### config.mk
export PLATFORM = sky130hd
export DESIGN_NAME = seq_booth_mul
export DESIGN_NICKNAME = d
export VERILOG_FILES = /design/src/rtl/mul_pkg.sv /design/src/rtl/booth_enc_r4.sv /design/src/rtl/seq_booth_mul.sv
export SDC_FILE = /design/constraint.sdc
export NUM_CORES = 1
export LEC_CHECK = 0
export CAP_MARGIN = 20
export CORE_UTILIZATION = 58
export CTS_BUF_LIST = sky130_fd_sc_hd__clkbuf_16
export CTS_CLUSTER_DIAMETER = 150
export CTS_CLUSTER_SIZE = 14
export DETAILED_ROUTE_END_ITERATION = 10
export PLACE_DENSITY_LB_ADDON = 0.3
export SLEW_MARGIN = 20
export SYNTH_ARGS = -nofsm -noshare
export SYNTH_HDL_FRONTEND = slang
export SYNTH_SLANG_ARGS = --single-unit
### constraint.sdc
create_clock -name clk -period 6.41 [get_ports clk]
set_input_delay 0.641 -clock clk [delete_from_list [all_inputs] [get_ports clk]]
set_output_delay 0.641 -clock clk [all_outputs]
set_load 0.005 [all_outputs]
### src/rtl/mul_pkg.sv
// Shared types for the sequential radix-4 Booth multiplier.
// Latency: n/a (types only).
// Backpressure: n/a (types only).
package mul_pkg;

    // Control FSM states.
    typedef enum logic [1:0] {
        IDLE = 2'd0,
        RUN  = 2'd1,
        DONE = 2'd2
    } state_t;

    // Radix-4 Booth partial-product select: multiple of the multiplicand to add.
    typedef enum logic [2:0] {
        ZERO = 3'd0,
        POS1 = 3'd1,
        POS2 = 3'd2,
        NEG1 = 3'd3,
        NEG2 = 3'd4
    } sel_t;

endpackage

### src/rtl/booth_enc_r4.sv
// Radix-4 Booth recoder: one overlapping 3-bit multiplier group -> partial-product select.
// Latency: combinational, zero cycles.
// Backpressure: none, pure function of its input.
//
// Ports:
//   grp - {b[2i+1], b[2i], b[2i-1]} multiplier group
//   sel - select in mul_pkg::sel_t encoding
module booth_enc_r4
    import mul_pkg::*;
(
    input  logic [2:0] grp,
    output sel_t       sel
);

    always_comb begin
        sel = ZERO;
        unique case (grp)
            3'b000, 3'b111: sel = ZERO;
            3'b001, 3'b010: sel = POS1;
            3'b011:         sel = POS2;
            3'b100:         sel = NEG2;
            3'b101, 3'b110: sel = NEG1;
            default:        sel = ZERO;
        endcase
    end

endmodule

### src/rtl/seq_booth_mul.sv
// Sequential radix-4 Booth multiplier, signed or unsigned, one bit-pair retired per cycle.
// Latency: done pulses NITER (= WIDTH/2 + 1) edges after start is accepted.
// Backpressure: start is only accepted in IDLE or DONE; start while busy is ignored.
//
// Ports:
//   clk, clr         - clock, synchronous active-high clear
//   start, is_signed - request and operand signedness (sampled at accept)
//   a, b             - multiplicand and multiplier (sampled at accept)
//   busy, done       - operation in progress / one-cycle completion pulse
//   hi, lo           - upper and lower halves of the 2*WIDTH product
module seq_booth_mul
    import mul_pkg::*;
#(
    parameter int WIDTH = 32
) (
    input  logic             clk,
    input  logic             clr,
    input  logic             start,
    input  logic             is_signed,
    input  logic [WIDTH-1:0] a,
    input  logic [WIDTH-1:0] b,
    output logic             busy,
    output logic             done,
    output logic [WIDTH-1:0] hi,
    output logic [WIDTH-1:0] lo
);

    localparam int NITER = WIDTH / 2 + 1;
    localparam int OW    = WIDTH + 2;        // extended operand width
    localparam int AW    = 2 * WIDTH + 4;    // accumulator width, never overflows
    localparam int CW    = $clog2(NITER + 1);

    state_t          state, next_state;
    logic [CW-1:0]   cnt;
    logic [AW-1:0]   acc;
    logic [AW-1:0]   mcand;     // multiplicand, pre-shifted left by 2 each iteration
    logic [OW-1:0]   mplier;    // multiplier, shifted right by 2 each iteration
    logic            prev_bit;  // b[2i-1] of the current group

    logic            accept;
    logic            last_iter;
    logic [OW-1:0]   a_ext;
    logic [OW-1:0]   b_ext;
    sel_t            sel;
    logic [AW-1:0]   mag;
    logic [AW-1:0]   addend;
    logic            neg;
    logic [AW-1:0]   sum;

    assign accept    = start && ((state == IDLE) || (state == DONE));
    assign last_iter = (state == RUN) && (cnt == CW'(NITER - 1));

    // Two extra bits make unsigned operands look like positive signed ones,
    // so a single signed Booth recoding covers both modes.
    assign a_ext = is_signed ? {{2{a[WIDTH-1]}}, a} : {2'b00, a};
    assign b_ext = is_signed ? {{2{b[WIDTH-1]}}, b} : {2'b00, b};

    booth_enc_r4 u_enc (
        .grp ({mplier[1], mplier[0], prev_bit}),
        .sel (sel)
    );

    // Single adder: negative selects add the one's complement with carry-in 1.
    always_comb begin
        mag = '0;
        neg = 1'b0;
        unique case (sel)
            POS1:    mag = mcand;
            POS2:    mag = mcand << 1;
            NEG1:    begin mag = mcand;      neg = 1'b1; end
            NEG2:    begin mag = mcand << 1; neg = 1'b1; end
            default: mag = '0;
        endcase
    end

    assign addend = neg ? ~mag : mag;
    assign sum    = acc + addend + {{(AW-1){1'b0}}, neg};

    // State register.
    always_ff @(posedge clk) begin
        if (clr) begin
            state <= IDLE;
        end else begin
            state <= next_state;
        end
    end

    // Next-state logic.
    always_comb begin
        next_state = state;
        unique case (state)
            IDLE:    if (start) next_state = RUN;
            RUN:     if (last_iter) next_state = DONE;
            DONE:    next_state = start ? RUN : IDLE;
            default: next_state = IDLE;
        endcase
    end

    // Outputs decoded from state.
    always_comb begin
        busy = (state == RUN);
        done = (state == DONE);
    end

    // Datapath.
    always_ff @(posedge clk) begin
        if (clr) begin
            cnt      <= '0;
            acc      <= '0;
            mcand    <= '0;
            mplier   <= '0;
            prev_bit <= 1'b0;
            hi       <= '0;
            lo       <= '0;
        end else if (accept) begin
            cnt      <= '0;
            acc      <= '0;
            mcand    <= {{(AW-OW){a_ext[OW-1]}}, a_ext};
            mplier   <= b_ext;
            prev_bit <= 1'b0;
        end else if (state == RUN) begin
            cnt      <= cnt + 1'b1;
            acc      <= sum;
            mcand    <= mcand << 2;
            mplier   <= {2'b00, mplier[OW-1:2]};
            prev_bit <= mplier[1];
            if (last_iter) begin
                hi <= sum[2*WIDTH-1:WIDTH];
                lo <= sum[WIDTH-1:0];
            end
        end
    end

endmodule

After elaboration in Yosys (flattened, before gate mapping)
Memory sizes are Yosys's and may differ from the RTL's.
Cells that the tools add are included.

storage, ports and cells
  ROM bits = 24
  flip-flop bits (word level) = 242
  memories kept = 1
  logic and storage cells = 47
  bits in latches = 0
  RAM bits = 0

memory list
  name             words  bits a word  rd ports  clocked after memory_dff  wr ports  line                text
  (no name shown)  8      3            1         0                         0         booth_enc_r4.sv:17  unique case (grp)

cells by class
  multiply operators = 0
  bitwise operators = 2
  divide/modulo/power cells = 0
  order comparisons = 0
  add/subtract/negate cells = 3
  shift operators = 0
  reduce and logical (&&, ||, !) cells = 11
  multiplexer cells = 13
  equality and inequality tests = 9

operators with widths
  cell                   count
  $mux W68               3
  $mux W34               4
  $pmux W68 S2           1
  $add A68 B1 Y68        1
  $add A68 B68 Y68       1
  $not A68 Y68           1
  $reduce_or A2 Y1       4
  $eq A3 B2 Y1 const B   2
  $pmux W2 S3            1
  $add A5 B1 Y5 const B  1
  $eq A5 B5 Y1 const B   1
  $mux W2                2
  $eq A3 B1 Y1 const B   1
  $eq A3 B3 Y1 const B   1
  $reduce_and A3 Y1      1
  $eq A2 B1 Y1 const B   1
  $eq A2 B2 Y1 const B   1
  $logic_and A1 B1 Y1    2
  $logic_not A2 Y1       1
  $mux W1                2
  $ne A2 B1 Y1 const B   1
  $ne A2 B2 Y1 const B   1
  $reduce_and A2 Y1      1
  $reduce_bool A2 Y1     1
  other kinds (2)        2

Depth between registers and ports, before layout
Gate-level depths: netlist of the first run.
An unclocked memory read counts as a cell.

  depth in word-level cells = 8
  gate-level depth with buffers = 20
  mapped depth without buffers = 16

Modules after synthesis
A second synthesis of the first run with hierarchy kept.

second synthesis, totals
  cells, all modules = 1883
  area total of the unflattened synthesis = 14249.9 um^2

by module, submodules not included
  module         area an instance (um^2)  cells an instance  times used
  seq_booth_mul  14194.9                  1877               1
  booth_enc_r4   55.1                     6                  1

Worst setup path before layout of the first run
OpenSTA, ideal clock, no wires.

  path kind = reg2reg
  start = register mplier[0]
  end = register acc[60]
  library setup time = 129 ps
  cell stages (with the launch flop) = 18
  arrival time = 4308 ps
  slack = 1974 ps
  path buffers = 2
  required time = 6281 ps
  cell sequence = dfxtp_1 > inv_1 > ha_1 > xnor2_1 > o22ai_1 > buf_1 > buf_1 > xnor2_1 > fa_1 > a21oi_1 > o221ai_1 > a221oi_2 > nor3_2 > a2111oi_2 > o41ai_4 > a41oi_1 > xor2_1 > o21ai_0

between the ends
  word-level cells in the longest chain between the ends = 8

RTL lines
  what                                  line                  text
  start: declaration                    seq_booth_mul.sv:37   logic [OW-1:0] mplier;
  start signal: assignment              seq_booth_mul.sv:119  mplier <= b_ext;
  start signal: assignment              seq_booth_mul.sv:125  mplier <= {2'b00, mplier[OW-1:2]};
  $mem_v2 Z8 W3 *                       n/a
  $eq A3 B3 Y1 (tied with other cells)  seq_booth_mul.sv:67   unique case (sel)
  $reduce_or A2 Y1 (no line)            n/a
  $pmux W68 S2                          seq_booth_mul.sv:67
  $not A68 Y68                          seq_booth_mul.sv:76   assign addend = neg ? ~mag : mag;
  $mux W68                              seq_booth_mul.sv:76
  $add A68 B68 Y68                      seq_booth_mul.sv:77   assign sum = acc + addend + {{(AW-1){1'b0}}, neg};
  $add A68 B1 Y68 *                     seq_booth_mul.sv:77
  end signal: assignment                seq_booth_mul.sv:123  acc <= sum;
  end: declaration                      seq_booth_mul.sv:35   logic [AW-1:0] acc;

Every way passes the cells marked *; elsewhere a longest branch is shown, timed or not.
A chain may end at the register's enable or synchronous reset.

Worst setup path after layout of the first run
  start = register mplier[0]
  end = register hi[24]

between the ends
  word-level cells in the longest chain between the ends = 8

RTL lines
  what                                  line                  text
  $mem_v2 Z8 W3 *                       n/a
  $eq A3 B3 Y1 (tied with other cells)  seq_booth_mul.sv:67
  $reduce_or A2 Y1 (no line)            n/a
  $pmux W68 S2                          seq_booth_mul.sv:67
  $not A68 Y68                          seq_booth_mul.sv:76
  $mux W68                              seq_booth_mul.sv:76
  $add A68 B68 Y68                      seq_booth_mul.sv:77
  $add A68 B1 Y68 *                     seq_booth_mul.sv:77
  end signal: assignment                seq_booth_mul.sv:128  hi <= sum[2*WIDTH-1:WIDTH];
  end: declaration                      seq_booth_mul.sv:24   output logic [WIDTH-1:0] hi,

Marks and branches as above.

==> results of run 1 <==
==> logic make-up (layout without fill, tap and decap cells) <==
group / Yosys count / in the layout
xor gates and xnor gates: 115 / 115
other: 0 / 1
DFF: 233 / 233
adders and majority gates: 73 / 73
buffers and inverters: 172 / 198
AOI/OAI and AO/OA: 609 / 609
and+or+nand+nor: 624 / 624
muxes: 6 / 6
==> layer usage <==
layer  part of all wire (%)  up-vias  wire length [µm]
met3                     11       69              4340
li1                       -     6674                 -
met5                      0        -                 0
met2                     43      663             17900
met1                     44     6585             18300
met4                    1.9        0               802
==> registers in the layout, indices dropped and copies added (netlist names) <==
name and count:
mplier 33, mcand 64, cnt 5, prev_bit 1
lo 32, acc 64, state 2, hi 32
==> Yosys cell counts, drive strengths merged, types with 4 or more instances <==
cell / number / area share [%]
o211ai: 12 / 0.64
o21ai: 57 / 2.0
xnor2: 94 / 5.8
o21bai: 16 / 0.85
clkbuf: 118 / 3.2
a31o: 6 / 0.37
and2: 7 / 0.31
or3: 5 / 0.22
o31ai: 8 / 0.46
a31oi: 14 / 0.62
a22oi: 122 / 6.5
nor2b: 7 / 0.31
nor2: 97 / 2.6
or2: 5 / 0.22
a21o: 34 / 1.8
o31a: 4 / 0.26
ha: 72 / 6.4
nand3: 74 / 2.7
xor2: 21 / 1.3
mux2i: 6 / 0.43
o21a: 10 / 0.53
o41ai: 5 / 0.50
nor3: 48 / 1.7
a21oi: 266 / 9.5
o22ai: 5 / 0.22
a221oi: 5 / 0.36
and3: 8 / 0.36
inv: 25 / 0.67
a211oi: 11 / 0.59
nand4: 49 / 2.3
nand2: 291 / 7.8
or4: 14 / 0.75
nand2b: 5 / 0.22
dfxtp: 233 / 33
buf: 28 / 0.95
nor4: 8 / 0.46
==> tightest hold or removal path: stages (launching register included) <==
cell	delay, ns
dfxtp_1	0.31
nand2_1	0.05
a21oi_1	0.05
==> area by class of cell <==
class	count	area (µm²)	area share, %
antenna	1	2.50	0.0157
clock buffer	21	526	3.29
multi-input combinational	1427	8800	55.2
timing repair buffer	150	1460	9.13
clock inverter	1	7.51	0.0470
tap	319	399	2.50
sequential	233	4660	29.2
inverter	26	100	0.627
==> path summary, 6_finish.rpt <==
path / depth (start not counted) / to / startpoint / slack (ns)
worst min-delay path: 2 / lo[11] / lo[11] / 0.45
worst max-delay path: 17 / hi[24] / mplier[0] / 1.08
worst max register to register: 17 / hi[24] / mplier[0] / 1.08
worst min register to register: 2 / lo[11] / lo[11] / 0.45
==> stage by stage <==
step                hold slack (ns)  cells  instance area, µm²  setup WS, ns  total power, W
floorplan                     0.432   1832               14100          1.97         0.00206
global placement              0.441   2155               15400          1.22         0.00224
detailed placement            0.446   2155               15400          1.12         0.00226
CTS                           0.455   2177               16000          1.11         0.00335
global route                  0.470   2177               16000         0.647         0.00348
finish                        0.454   2178               16000          1.08         0.00334
==> power breakdown <==
group          leakage (nW)  switching [W]  total (W)  internal (W)
clock network         0.259       0.000524    0.00110      0.000578
registers              1.90      0.0000607    0.00157       0.00151
logic                  3.65       0.000436   0.000670      0.000234
==> metrics.txt, run 1 <==
# TYPE chip_impl_metric gauge
chip_impl_info{name="status",value="finished, final reports clean"} 1
chip_impl_metric{name="detailedRoute.firstPassIterationCount",unit=""} 8
chip_impl_metric{name="ys_async_sr_fraction",unit="%"} 0
chip_impl_metric{name="synthesized_area_fraction_occupied_by_adder_cells",unit="%"} 6.54
chip_impl_info{name="largest_family_of_logic_cells_by_synthesized_area",value="compound AO/OA/AOI/OAI gates"} 1
chip_impl_metric{name="grt_pass1_vias",unit=""} 12400
chip_impl_metric{name="layout.nets",unit=""} 1999
chip_impl_info{name="critical_path.slowest_cell",value="a21oi_4"} 1
chip_impl_metric{name="detailed_placement_hpwl",unit="µm"} 29600
chip_impl_info{name="worst_hold_path_type",value="flop to flop"} 1
chip_impl_metric{name="deepest_level_of_the_cts_h_tree",unit=""} 1
chip_impl_metric{name="timing_max_transition_violations_final",unit=""} 0
chip_impl_metric{name="timing_worst_slew_pin_value",unit="ns"} 1.08
chip_impl_metric{name="ys_seq_area_share",unit="%"} 33.1
chip_impl_metric{name="global_route.usage.met2",unit="%"} 49.0
chip_impl_metric{name="yosys-mux-area-fraction",unit="%"} 0.427
chip_impl_metric{name="met3_track_demand_over_resource",unit="%"} 6.02
chip_impl_info{name="ys.flop_type",value="dfxtp_1"} 1
chip_impl_metric{name="clock_skew",unit="ns"} 0.0144
chip_impl_metric{name="post_cts_resized",unit=""} 0
chip_impl_metric{name="fin_util",unit="%"} 67.6
chip_impl_metric{name="finalCriticalPeriod",unit="ns"} 5.33
chip_impl_metric{name="timing.setup.tns",unit="ns"} 0
chip_impl_metric{name="fmax",unit="GHz"} 0.188
chip_impl_metric{name="post_synthesis_register_bit_count",unit=""} 233
chip_impl_metric{name="final.period_utilization",unit="%"} 83.1
chip_impl_metric{name="cap_violations",unit=""} 0
chip_impl_info{name="crit_path_cell_trace",value="inv_1 > ha_1 > inv_1 > a21oi_4 > buf_4 > a22oi_1 > xnor2_1 > ha_1 > nand4_4 > nor4_1 > nand4_1 > nor3_2 > a2111oi_2 > o41ai_4 > nand3_2 > or4_1 > a31oi_1"} 1
chip_impl_metric{name="yosys.area_share.simple",unit="%"} 20.3
chip_impl_metric{name="worst_path_largest_cell_delay",unit="ns"} 0.52
chip_impl_metric{name="post_cts.repair.setup_buffers",unit=""} 0
chip_impl_info{name="cts_tree",value="done"} 1
chip_impl_metric{name="final-setup-viol-count",unit=""} 0
chip_impl_info{name="grt.busiest_layer",value="met2"} 1
chip_impl_metric{name="post_synthesis_xor_xnor_area_fraction",unit="%"} 7.15
chip_impl_info{name="mostFrequentLayoutCell",value="nand2_1"} 1
chip_impl_info{name="worstSetupEndpointType",value="flop"} 1
chip_impl_metric{name="clock_insertion_delay_worst_skew",unit="ns"} 0.51
chip_impl_metric{name="use_met1",unit="%"} 48.6
chip_impl_metric{name="synthDistinctLibCells",unit=""} 78
chip_impl_metric{name="hold_viol_final",unit=""} 0
chip_impl_metric{name="cts_hold_buffers",unit=""} 0
chip_impl_metric{name="clock-sinks",unit=""} 233
chip_impl_metric{name="synth.net_count",unit=""} 1973
chip_impl_metric{name="first_pass_grt_wire_length",unit="µm"} 65400
chip_impl_metric{name="power_density",unit="mW/mm²"} 210
chip_impl_info{name="cts_root_buffer",value="clkbuf_16"} 1
chip_impl_metric{name="critical_path_rt",unit="ns"} 6.83
chip_impl_metric{name="vdd_drop_max",unit="µV"} 187
chip_impl_info{name="most-common-layout-cells",value="nand2_1 (286), a21oi_1 (264), dfxtp_1 (233), clkdlybuf4s50_1 (132), a22oi_1 (122)"} 1
chip_impl_metric{name="critical_path_buf_inv_count",unit=""} 3
chip_impl_metric{name="drt_iter0_drc",unit=""} 1259
chip_impl_metric{name="antenna_found_initial",unit=""} 1
chip_impl_metric{name="numCtsBuffers",unit=""} 20
chip_impl_metric{name="area_growth_syn_to_layout",unit="%"} 13.3
chip_impl_metric{name="ant_nets",unit=""} 0
chip_impl_metric{name="synth-edff-count",unit=""} 0
chip_impl_metric{name="i_o_pin_count",unit=""} 134
chip_impl_info{name="crit_path_class",value="flop to flop"} 1
chip_impl_metric{name="grt_max_degree",unit=""} 86
chip_impl_metric{name="detail_route.wirelength",unit="µm"} 41300
chip_impl_metric{name="drc_errors",unit=""} 0
chip_impl_metric{name="grt_overflow",unit=""} 0
chip_impl_metric{name="via_per_inst",unit=""} 6.42
chip_impl_metric{name="yosysWarnings",unit=""} 0
chip_impl_metric{name="globalRouteTotalUtil",unit="%"} 32.9
chip_impl_metric{name="worst_ep_arrival_time",unit="ns"} 5.75
chip_impl_metric{name="port_buffers",unit=""} 133
chip_impl_metric{name="nFillCells",unit=""} 2052
chip_impl_metric{name="dieHeight",unit="µm"} 158
chip_impl_metric{name="design.core.area",unit="mm²"} 0.0236
chip_impl_metric{name="relSlewSlack",unit="%"} 27.7
chip_impl_metric{name="post_synthesis_compound_gate_area_fraction",unit="%"} 27.6
chip_impl_info{name="cpLargestDelayFamily",value="simple AND/OR/NAND/NOR gates"} 1
chip_impl_metric{name="syn_inst",unit=""} 1832
chip_impl_metric{name="globalplace.congestion",unit=""} 0.987
chip_impl_metric{name="clock_path_buffers",unit=""} 3
chip_impl_metric{name="placement_rows",unit=""} 56
chip_impl_metric{name="route.vias.total",unit=""} 14000
chip_impl_metric{name="drive_gt1_share",unit="%"} 4.20
chip_impl_info{name="startpoint_type",value="flop"} 1
chip_impl_info{name="rsz0062_at_grt",value="false"} 1
chip_impl_metric{name="wire_per_inst",unit="µm"} 19.0
chip_impl_metric{name="synth_area",unit="mm²"} 0.0141
chip_impl_metric{name="initial_core_util",unit="%"} 59.6
chip_impl_metric{name="synth.avg_cell_area",unit="µm²"} 7.69
chip_impl_metric{name="die_area",unit="mm²"} 0.0249
chip_impl_metric{name="die_width",unit="µm"} 158
chip_impl_metric{name="maximum_fanout_along_the_worst_path",unit=""} 38
chip_impl_metric{name="cts.clk_slew.worst_paths",unit="ns"} 0.07
chip_impl_metric{name="leakagePower",unit="nW"} 5.81
Note: power is estimated with default switching activity, not from simulation.
==> run 2, diff against run 1 <==
- CORE_UTILIZATION: 58 -> 53
- clock period: 6.41 -> 4.6 ns (I/O delays scaled with it)
==> run 2 against run 1 <==
  * Clock skew up 0.0074 ns
  * Critical path depth is 2 higher
  * Sequential power grew 39%
  * Critical path type unchanged
==> metrics.txt, run 2 (synthesis results as in run 1) <==
# TYPE chip_impl_metric gauge
chip_impl_info{name="worstSetupEndpointType",value="flop"} 1
chip_impl_metric{name="detailedRoute.firstPassIterationCount",unit=""} 6
chip_impl_metric{name="route.vias.total",unit=""} 13900
chip_impl_metric{name="antenna_found_initial",unit=""} 0
chip_impl_info{name="worst_hold_path_type",value="flop to flop"} 1
chip_impl_metric{name="grt_pass1_vias",unit=""} 12500
chip_impl_metric{name="grt_overflow",unit=""} 0
chip_impl_metric{name="worst_ep_arrival_time",unit="ns"} 4.92
chip_impl_metric{name="wire_per_inst",unit="µm"} 18.9
chip_impl_metric{name="globalplace.congestion",unit=""} 0.966
chip_impl_metric{name="clock_skew",unit="ns"} 0.0218
chip_impl_metric{name="via_per_inst",unit=""} 6.21
chip_impl_metric{name="diodes",unit=""} 0
chip_impl_info{name="cts_tree",value="done"} 1
chip_impl_metric{name="numCtsBuffers",unit=""} 20
chip_impl_info{name="critical_path.slowest_cell",value="a211oi_1"} 1
chip_impl_info{name="rsz0062_at_grt",value="true"} 1
chip_impl_metric{name="clock-sinks",unit=""} 233
chip_impl_metric{name="maximum_fanout_along_the_worst_path",unit=""} 26
chip_impl_metric{name="drt_iter0_drc",unit=""} 1242
chip_impl_metric{name="timing_max_transition_violations_final",unit=""} 0
chip_impl_info{name="status",value="finished, final reports clean"} 1
chip_impl_metric{name="cts.clk_slew.worst_paths",unit="ns"} 0.07
chip_impl_metric{name="port_buffers",unit=""} 133
chip_impl_info{name="cts_root_buffer",value="clkbuf_16"} 1
chip_impl_info{name="crit_path_cell_trace",value="inv_1 > ha_2 > inv_1 > a21oi_4 > buf_12 > a22oi_1 > xnor2_1 > ha_1 > a21oi_1 > buf_4 > o211ai_1 > a21oi_1 > a211oi_1 > a21oi_1 > o211ai_1 > buf_4 > nor2_1 > or4_1 > a31oi_1"} 1
chip_impl_metric{name="detailed_placement_hpwl",unit="µm"} 30300
chip_impl_metric{name="register_area",unit="mm²"} 0.00466
chip_impl_metric{name="final.period_utilization",unit="%"} 97.6
chip_impl_metric{name="clock_path_buffers",unit=""} 3
chip_impl_metric{name="power_density",unit="mW/mm²"} 286
chip_impl_info{name="largest_registers",value="acc x64, mcand x64, mplier x33"} 1
chip_impl_metric{name="leakagePower",unit="nW"} 6.07
chip_impl_metric{name="cap_violations",unit=""} 0
chip_impl_metric{name="critical_path_rt",unit="ns"} 5.03
chip_impl_metric{name="clock_insertion_delay_worst_skew",unit="ns"} 0.52
chip_impl_metric{name="grt_max_degree",unit=""} 86
chip_impl_metric{name="deepest_level_of_the_cts_h_tree",unit=""} 1
chip_impl_metric{name="final_cells",unit=""} 2237
chip_impl_metric{name="layout.nets",unit=""} 2043
chip_impl_metric{name="placement_rows",unit=""} 59
chip_impl_metric{name="die_area",unit="mm²"} 0.0272
chip_impl_metric{name="die_width",unit="µm"} 165
chip_impl_info{name="mostFrequentLayoutCell",value="nand2_1"} 1
chip_impl_metric{name="fin_util",unit="%"} 63.1
chip_impl_metric{name="area_growth_syn_to_layout",unit="%"} 16.9
chip_impl_metric{name="ant_nets",unit=""} 0
chip_impl_metric{name="dieHeight",unit="µm"} 165
chip_impl_metric{name="globalRouteTotalUtil",unit="%"} 30.4
chip_impl_metric{name="initial_core_util",unit="%"} 54.0
chip_impl_metric{name="finalCriticalPeriod",unit="ns"} 4.49
chip_impl_metric{name="first_pass_grt_wire_length",unit="µm"} 65900
chip_impl_info{name="most-common-layout-cells",value="nand2_1 (287), a21oi_1 (261), dfxtp_1 (233), clkdlybuf4s50_1 (132), a22oi_1 (122)"} 1
chip_impl_metric{name="post-place-cells",unit=""} 2214
chip_impl_metric{name="i_o_pin_count",unit=""} 134
chip_impl_metric{name="drc_errors",unit=""} 0
chip_impl_info{name="critical-path-top-cell-by-count",value="a21oi_1"} 1
chip_impl_metric{name="cts_hold_buffers",unit=""} 0
chip_impl_metric{name="fmax",unit="GHz"} 0.223
chip_impl_metric{name="design.core.area",unit="mm²"} 0.0261
chip_impl_metric{name="final-setup-viol-count",unit=""} 0
chip_impl_metric{name="area_used_by_multi_input_combinational_logic",unit="mm²"} 0.00890
chip_impl_metric{name="worst_path_largest_cell_delay",unit="ns"} 0.50
chip_impl_metric{name="hold_viol_final",unit=""} 0
chip_impl_info{name="startpoint_type",value="flop"} 1
chip_impl_metric{name="nFillCells",unit=""} 2316
chip_impl_metric{name="drive_gt1_share",unit="%"} 7.10
chip_impl_metric{name="vdd_drop_max",unit="µV"} 301
chip_impl_metric{name="timing_worst_slew_pin_value",unit="ns"} 1.11
chip_impl_info{name="crit_path_class",value="flop to flop"} 1
chip_impl_metric{name="relSlewSlack",unit="%"} 25.7
chip_impl_metric{name="worst_hold_slack",unit="ns"} 0.455
chip_impl_metric{name="detail_route.wirelength",unit="µm"} 42200
-- run 2: worst max-delay path: cells and delay by family (launching register included) --
family | cells | cell delay (ns)
AOI/OAI and AO/OA | 9 | 1.89
xor gates and xnor gates | 1 | 0.14
adders and majority gates | 2 | 0.78
buffers and inverters | 5 | 0.75
DFF | 1 | 0.36
and+or+nand+nor | 2 | 0.48
-- run 2: path summary, 6_finish.rpt --
| path | startpoint | endpoint | slack, ns | cells after the start |
|---|---|---|---|---|
| worst min register to register | lo[17] | lo[17] | 0.45 | 2 |
| worst min-delay path | lo[17] | lo[17] | 0.45 | 2 |
| worst max register to register | mplier[0] | hi[19] | 0.11 | 19 |
| worst max-delay path | mplier[0] | hi[19] | 0.11 | 19 |
-- run 2: where the power goes --
part | leakage (nW) | switching [W] | internal, W
Combinational | 3.92 | 0.000628 | 0.000364
Clock | 0.254 | 0.000756 | 0.000777
Sequential | 1.90 | 0.0000843 | 0.00210
-- run 2: metrics by stage --
stage               area [µm²]  setup TNS [ns]  total power (W)  worst slack, ns
floorplan                14100               0          0.00288            0.164
global placement         15800               0          0.00318           0.0211
detailed placement       15800          -0.232          0.00319           -0.111
CTS                      16400               0          0.00472           0.0253
global route             16500          -0.117          0.00491          -0.0602
finish                   16500               0          0.00471            0.111
-- run 2: layout make-up --
type	count	share of cell area, %
clock inverter	2	0.144
tap	335	2.55
clock buffer	20	3.04
timing repair buffer	194	11.2
multi-input combinational	1427	54.1
sequential	233	28.3
inverter	26	0.608
-- run 2: repair_timing --
| action | 4_1_cts | 5_1_grt |
|---|---|---|
| hold endpoints to repair | 0 | 0 |
| pin swaps | 1 | 2 |
| setup endpoints to repair | 4 | 30 |
| buffers inserted | 0 | 1 |
| gates resized for setup | 2 | 23 |
-- run 2: layer usage --
layer  global-route usage [%]  wire length, µm
met3                     4.57             3260
met2                     45.2            18100
met4                     9.09             1120
met1                     44.9            19700
met5                        0                0
==> run 3, diff against run 2 <==
==> constraint.sdc (replaced) <==
create_clock -name clk -period 4.6 [get_ports clk]
set_input_delay 0.46 -clock clk [delete_from_list [all_inputs] [get_ports clk]]
set_output_delay 0.46 -clock clk [all_outputs]
set_load 0.01 [all_outputs]
==> results of run 3 <==
The final DEF is identical to that of run 2. Status: finished, final reports clean.
Main changes from that run: worst IR drop on VDD 301 µV -> 302 µV
